### src/rtl/uart_img_pkg.sv
// Constants, state encoding and helpers shared by the image/message byte
// scheduler and the byte transmitter it feeds.
package uart_img_pkg;

  localparam logic [7:0] CMD               = 8'h01;
  localparam int         IMG_BYTES_DEFAULT = 240 * 320 * 2;
  localparam int         MSG_MAX           = 16;
  localparam int         MSG_LEN_W         = $clog2(MSG_MAX + 1);
  localparam int         MSG_IDX_W         = $clog2(MSG_MAX);

  localparam int BAUD                 = 115200;
  localparam int SYS_CLK_PERIOD       = 20;  // ns
  localparam int CLKS_PER_BIT_DEFAULT = 1_000_000_000 / (SYS_CLK_PERIOD * BAUD);

  typedef enum logic [2:0] {
    IDLE, HDR0, HDR1, IMG, TRL0, TRL1, MSG, GAP
  } sched_state_e;

  // Index of the final message byte; a zero length still sends one byte.
  function automatic logic [MSG_IDX_W-1:0] msg_last_idx(input logic [MSG_LEN_W-1:0] len);
    if (len == '0) return '0;
    if (len > MSG_LEN_W'(MSG_MAX)) return MSG_IDX_W'(MSG_MAX - 1);
    return MSG_IDX_W'(len - MSG_LEN_W'(1));
  endfunction

endpackage

### src/rtl/uart_tx_sched_if.sv
// Start/busy byte channel between the scheduler and the UART transmitter.
interface uart_tx_sched_if;
  logic [7:0] TX_DATA;
  logic       TX_START;
  logic       TX_BUSY;

  modport master (output TX_DATA, output TX_START, input TX_BUSY);
  modport slave  (input TX_DATA, input TX_START, output TX_BUSY);
endinterface

### src/rtl/uart_tx_sched.sv
// Frames camera images (01 FE <payload> FE 01) and slots short messages in
// between frames, feeding one start/busy byte transmitter.
module uart_tx_sched
  import uart_img_pkg::*;
#(
  parameter int IMG_BYTES = IMG_BYTES_DEFAULT
) (
  input  logic                 SYS_CLK,
  input  logic                 RST_N,
  input  logic                 FRAME_REQ,
  input  logic                 FIFO_EMPTY,
  input  logic [7:0]           FIFO_DATA,
  output logic                 FIFO_RDREQ,
  input  logic                 MSG_REQ,
  input  logic [MSG_LEN_W-1:0] MSG_LEN,
  output logic [MSG_IDX_W-1:0] MSG_IDX,
  input  logic [7:0]           MSG_DATA,
  output logic                 MSG_ACK,
  uart_tx_sched_if.master      tx,
  output logic                 FRAME_DONE,
  output logic                 BUSY
);

  localparam int             CNT_W    = $clog2(IMG_BYTES + 1);
  localparam logic [CNT_W-1:0] CNT_LAST = CNT_W'(IMG_BYTES - 1);

  sched_state_e         state_q, state_d;
  logic                 pending_q, pending_d;
  logic                 last_was_msg_q, last_was_msg_d;
  logic [CNT_W-1:0]     cnt_q, cnt_d;
  logic [MSG_IDX_W-1:0] msg_last_q, msg_last_d;
  logic [MSG_IDX_W-1:0] msg_idx_q, msg_idx_d;
  logic [7:0]           tx_data_q, tx_data_d;
  logic                 tx_start_q, tx_start_d;
  logic                 rdreq_q, rdreq_d;
  logic                 ack_q, ack_d;
  logic                 done_q, done_d;
  logic                 can_issue;
  logic                 frame_want;

  // tx_start_q doubles as the one-cycle guard that covers the TX_BUSY rise latency.
  assign can_issue  = !tx.TX_BUSY && !tx_start_q;
  assign frame_want = pending_q || FRAME_REQ;

  always_comb begin
    state_d        = state_q;
    pending_d      = pending_q || FRAME_REQ;
    last_was_msg_d = last_was_msg_q;
    cnt_d          = cnt_q;
    msg_last_d     = msg_last_q;
    msg_idx_d      = msg_idx_q;
    tx_data_d      = tx_data_q;
    tx_start_d     = 1'b0;
    rdreq_d        = 1'b0;
    ack_d          = 1'b0;
    done_d         = 1'b0;
    unique case (state_q)
      IDLE: begin
        // Only contested grants flip priority, so back-to-back contests alternate.
        if (frame_want && (!MSG_REQ || last_was_msg_q)) begin
          state_d   = HDR0;
          pending_d = 1'b0;
          if (MSG_REQ) last_was_msg_d = 1'b0;
        end else if (MSG_REQ) begin
          state_d    = MSG;
          msg_last_d = msg_last_idx(MSG_LEN);
          msg_idx_d  = '0;
          if (frame_want) last_was_msg_d = 1'b1;
        end
      end
      HDR0: if (can_issue) begin
        tx_data_d = CMD;  tx_start_d = 1'b1;  state_d = HDR1;
      end
      HDR1: if (can_issue) begin
        tx_data_d = ~CMD; tx_start_d = 1'b1;  state_d = IMG;
      end
      IMG: if (can_issue && !FIFO_EMPTY) begin
        tx_data_d  = FIFO_DATA;
        tx_start_d = 1'b1;
        rdreq_d    = 1'b1;
        if (cnt_q == CNT_LAST) begin
          cnt_d   = '0;
          state_d = TRL0;
        end else begin
          cnt_d = cnt_q + CNT_W'(1);
        end
      end
      TRL0: if (can_issue) begin
        tx_data_d = ~CMD; tx_start_d = 1'b1;  state_d = TRL1;
      end
      TRL1: if (can_issue) begin
        tx_data_d = CMD;  tx_start_d = 1'b1;  done_d = 1'b1;  state_d = GAP;
      end
      MSG: if (can_issue) begin
        tx_data_d  = MSG_DATA;
        tx_start_d = 1'b1;
        if (msg_idx_q == msg_last_q) begin
          ack_d     = 1'b1;
          msg_idx_d = '0;
          state_d   = GAP;
        end else begin
          msg_idx_d = msg_idx_q + MSG_IDX_W'(1);
        end
      end
      GAP: if (can_issue) state_d = IDLE;
      default: state_d = IDLE;
    endcase
  end

  always_ff @(posedge SYS_CLK or negedge RST_N) begin
    if (!RST_N) begin
      state_q        <= IDLE;
      pending_q      <= 1'b0;
      last_was_msg_q <= 1'b0;
      cnt_q          <= '0;
      msg_last_q     <= '0;
      msg_idx_q      <= '0;
      tx_data_q      <= 8'hFF;
      tx_start_q     <= 1'b0;
      rdreq_q        <= 1'b0;
      ack_q          <= 1'b0;
      done_q         <= 1'b0;
    end else begin
      state_q        <= state_d;
      pending_q      <= pending_d;
      last_was_msg_q <= last_was_msg_d;
      cnt_q          <= cnt_d;
      msg_last_q     <= msg_last_d;
      msg_idx_q      <= msg_idx_d;
      tx_data_q      <= tx_data_d;
      tx_start_q     <= tx_start_d;
      rdreq_q        <= rdreq_d;
      ack_q          <= ack_d;
      done_q         <= done_d;
    end
  end

  assign tx.TX_DATA  = tx_data_q;
  assign tx.TX_START = tx_start_q;
  assign FIFO_RDREQ  = rdreq_q;
  assign MSG_IDX     = msg_idx_q;
  assign MSG_ACK     = ack_q;
  assign FRAME_DONE  = done_q;
  assign BUSY        = (state_q != IDLE);

endmodule

### src/flat_wrapper.sv
// flat-port wrapper written by rule: the top's interface ports become plain ports
module uart_tx_sched_flat import uart_img_pkg::*;
#(
  parameter int IMG_BYTES = IMG_BYTES_DEFAULT
)
  (SYS_CLK, RST_N, FRAME_REQ, FIFO_EMPTY, FIFO_DATA, FIFO_RDREQ, MSG_REQ, MSG_LEN, MSG_IDX, MSG_DATA, MSG_ACK, FRAME_DONE, BUSY, tx_TX_DATA, tx_TX_START, tx_TX_BUSY);
  uart_tx_sched_if tx_i ();
  input  logic SYS_CLK;
  input  logic RST_N;
  input  logic FRAME_REQ;
  input  logic FIFO_EMPTY;
  input  logic [7:0] FIFO_DATA;
  output logic FIFO_RDREQ;
  input  logic MSG_REQ;
  input  logic [MSG_LEN_W-1:0] MSG_LEN;
  output logic [MSG_IDX_W-1:0] MSG_IDX;
  input  logic [7:0] MSG_DATA;
  output logic MSG_ACK;
  output logic FRAME_DONE;
  output logic BUSY;
  output wire logic [$bits(tx_i.TX_DATA)-1:0] tx_TX_DATA;
  output wire logic [$bits(tx_i.TX_START)-1:0] tx_TX_START;
  input wire logic [$bits(tx_i.TX_BUSY)-1:0] tx_TX_BUSY;
  assign tx_TX_DATA = tx_i.TX_DATA;
  assign tx_TX_START = tx_i.TX_START;
  assign tx_i.TX_BUSY = tx_TX_BUSY;
  uart_tx_sched #(.IMG_BYTES(IMG_BYTES)) u_core (.SYS_CLK(SYS_CLK), .RST_N(RST_N), .FRAME_REQ(FRAME_REQ), .FIFO_EMPTY(FIFO_EMPTY), .FIFO_DATA(FIFO_DATA), .FIFO_RDREQ(FIFO_RDREQ), .MSG_REQ(MSG_REQ), .MSG_LEN(MSG_LEN), .MSG_IDX(MSG_IDX), .MSG_DATA(MSG_DATA), .MSG_ACK(MSG_ACK), .tx(tx_i), .FRAME_DONE(FRAME_DONE), .BUSY(BUSY));
endmodule
### config.mk
export PLATFORM = sky130hd
export DESIGN_NAME = uart_tx_sched_flat
export DESIGN_NICKNAME = d
export VERILOG_FILES = /design/src/rtl/uart_img_pkg.sv /design/src/rtl/uart_tx_sched_if.sv /design/src/rtl/uart_tx_sched.sv /design/src/flat_wrapper.sv
export SDC_FILE = /design/constraint.sdc
export NUM_CORES = 1
export LEC_CHECK = 0
export ABC_AREA = 1
export BUFFER_PORTS_ARGS = -buffer_cell sky130_fd_sc_hd__buf_2
export CAP_MARGIN = 40
export CORE_MARGIN = 2
export CORE_UTILIZATION = 38
export CTS_CLUSTER_SIZE = 8
export DETAILED_ROUTE_END_ITERATION = 6
export GPL_ROUTABILITY_DRIVEN = 0
export PLACE_DENSITY = 0.62
export REMOVE_ABC_BUFFERS = 1
export SETUP_SLACK_MARGIN = 0.1
export SLEW_MARGIN = 10
export SYNTH_ARGS = -nofsm -noshare
export SYNTH_HDL_FRONTEND = slang
export SYNTH_SLANG_ARGS = --single-unit
export TNS_END_PERCENT = 1
### constraint.sdc
create_clock -name SYS_CLK -period 2 [get_ports SYS_CLK]
set_input_delay 0.2 -clock SYS_CLK [delete_from_list [all_inputs] [get_ports SYS_CLK]]
set_output_delay 0.2 -clock SYS_CLK [all_outputs]
set_load 0.01 [all_outputs]
==> flow_summary.json <==
{
  "setup_viol": 0,
  "worstMarginPinSlew_ns": 0.539,
  "clk_pin_slew_ns": 0.08,
  "ios": 44,
  "worstPathRequired_ns": 2.18,
  "fmax_mhz": 581,
  "wl_per_cell_um": 11.9,
  "combPwrFrac": 0.433,
  "synth_cell_type_count": 29,
  "antenna_found_initial": 0,
  "vias": 2394,
  "avgSynthCellArea_sq_um": 7.28,
  "yosys_register_bits": 43,
  "slowest_stage": "dfrtp_1",
  "worst_slack_ns": 0.278,
  "initial_core_util": 0.396,
  "maxSlewHeadroom": 0.641,
  "final_common_cell": "nand2_1",
  "cts_tree": "yes",
  "crit_chain": "ha_1, nand3_1, nor3_1, nand3_1, nand3_1, o21ai_0",
  "yosysTopAreaCell": "dfrtp_1",
  "synth_seq_area_share": 0.427,
  "dp.cells": 469,
  "antennaDiodeCount": 0,
  "instances_no_fill": 478,
  "syn2layout_area_growth_pct": 16.4,
  "fillers": 654,
  "p_int_mw": 1.99,
  "grt_first_pass_wirelength_mm": 10.2,
  "worstPathArrival_ns": 1.91,
  "synth_edf_count": 0,
  "die_w_um": 85.8,
  "skew_ns": 0.00488,
  "worstSetupPathType": "reg -> reg",
  "cp-start-kind": "flip-flop",
  "dp_slack_ns": 0.215,
  "p_sw_frac": 0.435,
  "port_buffers": 43,
  "grt.overflow.total": 0,
  "final.setup.tns_ns": 0,
  "routed_wl_mm": 5.68,
  "clock_latency_ns": 0.30,
  "multi_input_area_sq_um": 1270,
  "ys.flop_type": "dfrtp_1",
  "syn-instance-count": 349,
  "worstPathMaxFanout": 7,
  "cts_max_path_buffers": 2,
  "synth_area_sq_um": 2540,
  "grt_use_total": 0.171,
  "finalCritPeriodShare": 0.861,
  "pwr-share-seq": 0.408,
  "cpMostUsedCell": "nand3_1",
  "crit_path_end_kind": "flip-flop",
  "drc": 0,
  "mostFrequentLayoutCells": "nand2_1 (86), nor2_1 (49), buf_2 (43)",
  "p_switching_mw": 1.54,
  "peakVddDrop_v": 0.000653,
  "synth_area_leaders": "dfrtp_1 (34%), nand2_1 (13%), dfstp_2 (8.3%)",
  "synth_top_area_frac": 0.344,
  "avgViaCountPerCell": 5.01,
  "status": "finished clean",
  "maxCapViolCount": 0,
  "row_count": 29,
  "yosys_warnings": 0,
  "power.density_nw_per_um2": 1190,
  "drt_iter0_drc": 91,
  "dp_hpwl_mm": 4.22,
  "seq_area_sq_um": 1090,
  "die_y_um": 85.8,
  "rsz0062_at_grt": "true",
  "crit_path_max_incr_delay_ns": 0.45,
  "p_total_mw": 3.53,
  "grt_pass1_vias": 2307,
  "core_area_sq_um": 6420,
  "nNetsFinal": 430,
  "p_clk_frac": 0.159,
  "hold_class": "in -> reg",
  "final_hold_viol_count": 0,
  "cts.sinks": 43,
  "htreeDepth": 2,
  "grt_start_max_net_pins": 44,
  "drive_gt1_frac": 0.190,
  "cts_buffers": 5,
  "firstDrtPassIters": 4,
  "leakage_nw": 1.45,
  "fin_crit_ns": 1.72,
  "async_reset_ff_frac": 1.00,
  "detail-route-antenna-nets": 0,
  "die_area_sq_um": 7360,
  "slew_viol_final": 0,
  "root_buffer": "clkbuf_8",
  "reg2reg_slack_ns": 0.28
}
[cell type report]
| class | instances | share of cell area |
|---|---|---|
| clock inverter | 3 | 0.00677 |
| clock buffer | 5 | 0.0233 |
| timing repair buffer | 48 | 0.0863 |
| multi-input combinational | 260 | 0.429 |
| sequential | 43 | 0.367 |
| inverter | 42 | 0.0550 |
| tap | 77 | 0.0326 |
[sequential cells by signal (all words and copies together), names as in the netlist]
signal / count
u_core.pending_q: 1
u_core.MSG_ACK: 1
u_core.tx.TX_START: 1
u_core.last_was_msg_q: 1
u_core.tx.TX_DATA: 8
u_core.state_q: 3
u_core.cnt_q: 18
u_core.MSG_IDX: 4
u_core.msg_last_q: 4
u_core.FRAME_DONE: 1
u_core.FIFO_RDREQ: 1
[worst paths after layout]
kind / from / endpoint / cells past startpoint
worst min-delay path: FIFO_DATA[0] / u_core.tx.TX_DATA[0] / 3
min in group asynchronous: RST_N / u_core.cnt_q[3] / 3
worst min register to register: u_core.tx.TX_DATA[1] / u_core.tx.TX_DATA[1] / 2
worst max register to register: u_core.cnt_q[0] / u_core.cnt_q[17] / 6
max in group asynchronous: RST_N / u_core.tx.TX_DATA[6] / 3
worst max-delay path: u_core.cnt_q[0] / u_core.cnt_q[17] / 6
[Yosys cell counts, types with 2 or more instances]
master and instances:
nand3_1 27, or2_2 2, nand4_1 12, xor2_1 7, dfstp_2 8, nor2_4 4, o21ai_0 37, xnor2_1 2
o22ai_1 4, buf_2 3, ha_1 3, nand2_2 2, nor3_1 5, nand2_1 86, dfrtp_1 35, inv_1 40
a21oi_1 11, nor2_1 50
[cells by family after synthesis]
kind of cell,Yosys count,share of synthesized area
XOR/XNOR,9,0.0310
AND/OR/NAND/NOR,193,0.341
adder cells (fa/ha/maj),3,0.0148
flip-flops,43,0.427
AO/OA/AOI/OAI,55,0.112
buffers and inverters,46,0.0743
[through the flow]
step,hold WS [ns],cell area (sq um),util
5_1_grt,0.141,2960,0.461
2_1_floorplan,-0.0956,2520,-
3_3_place_gp,0.314,2860,0.445
3_5_place_dp,0.314,2860,0.445
6_report,0.139,2960,0.461
4_1_cts,0.127,2960,0.460
[per-layer routing]
layer	vias to the layer above	wire length (um)	global-route usage	share of wire
li1	1245	-	-	-
met1	1091	2680	0.226	0.47
met2	52	2730	0.287	0.48
met3	6	211	0.0404	0.037
met4	0	60	0.0346	0.011
met5	-	0	0	0
[timing repair]
action,4_1_cts,5_1_grt
resized for setup,0,1
endpoints found under the setup margin,0,7
endpoints found under the hold margin,35,0
buffers inserted,0,0
hold buffers,1,0
[power by group through the flow]
stage                     Combinational [mW]  Sequential [mW]  Clock (mW)
after CTS                               1.54             1.44       0.581
after floorplan                         1.05             1.44           0
after detailed placement                1.54             1.45           0
after global routing                    1.79             1.47       0.623
after global placement                  1.51             1.45           0
final                                   1.53             1.44       0.561
[worst max-delay path, delay by kind of cell (launching register included)]
kind / cells / cell delay [ns]
AND/OR/NAND/NOR: 4 / 0.88
flip-flops: 1 / 0.45
adder cells (fa/ha/maj): 1 / 0.20
AO/OA/AOI/OAI: 1 / 0.08
(Power assumes the default switching activity.)
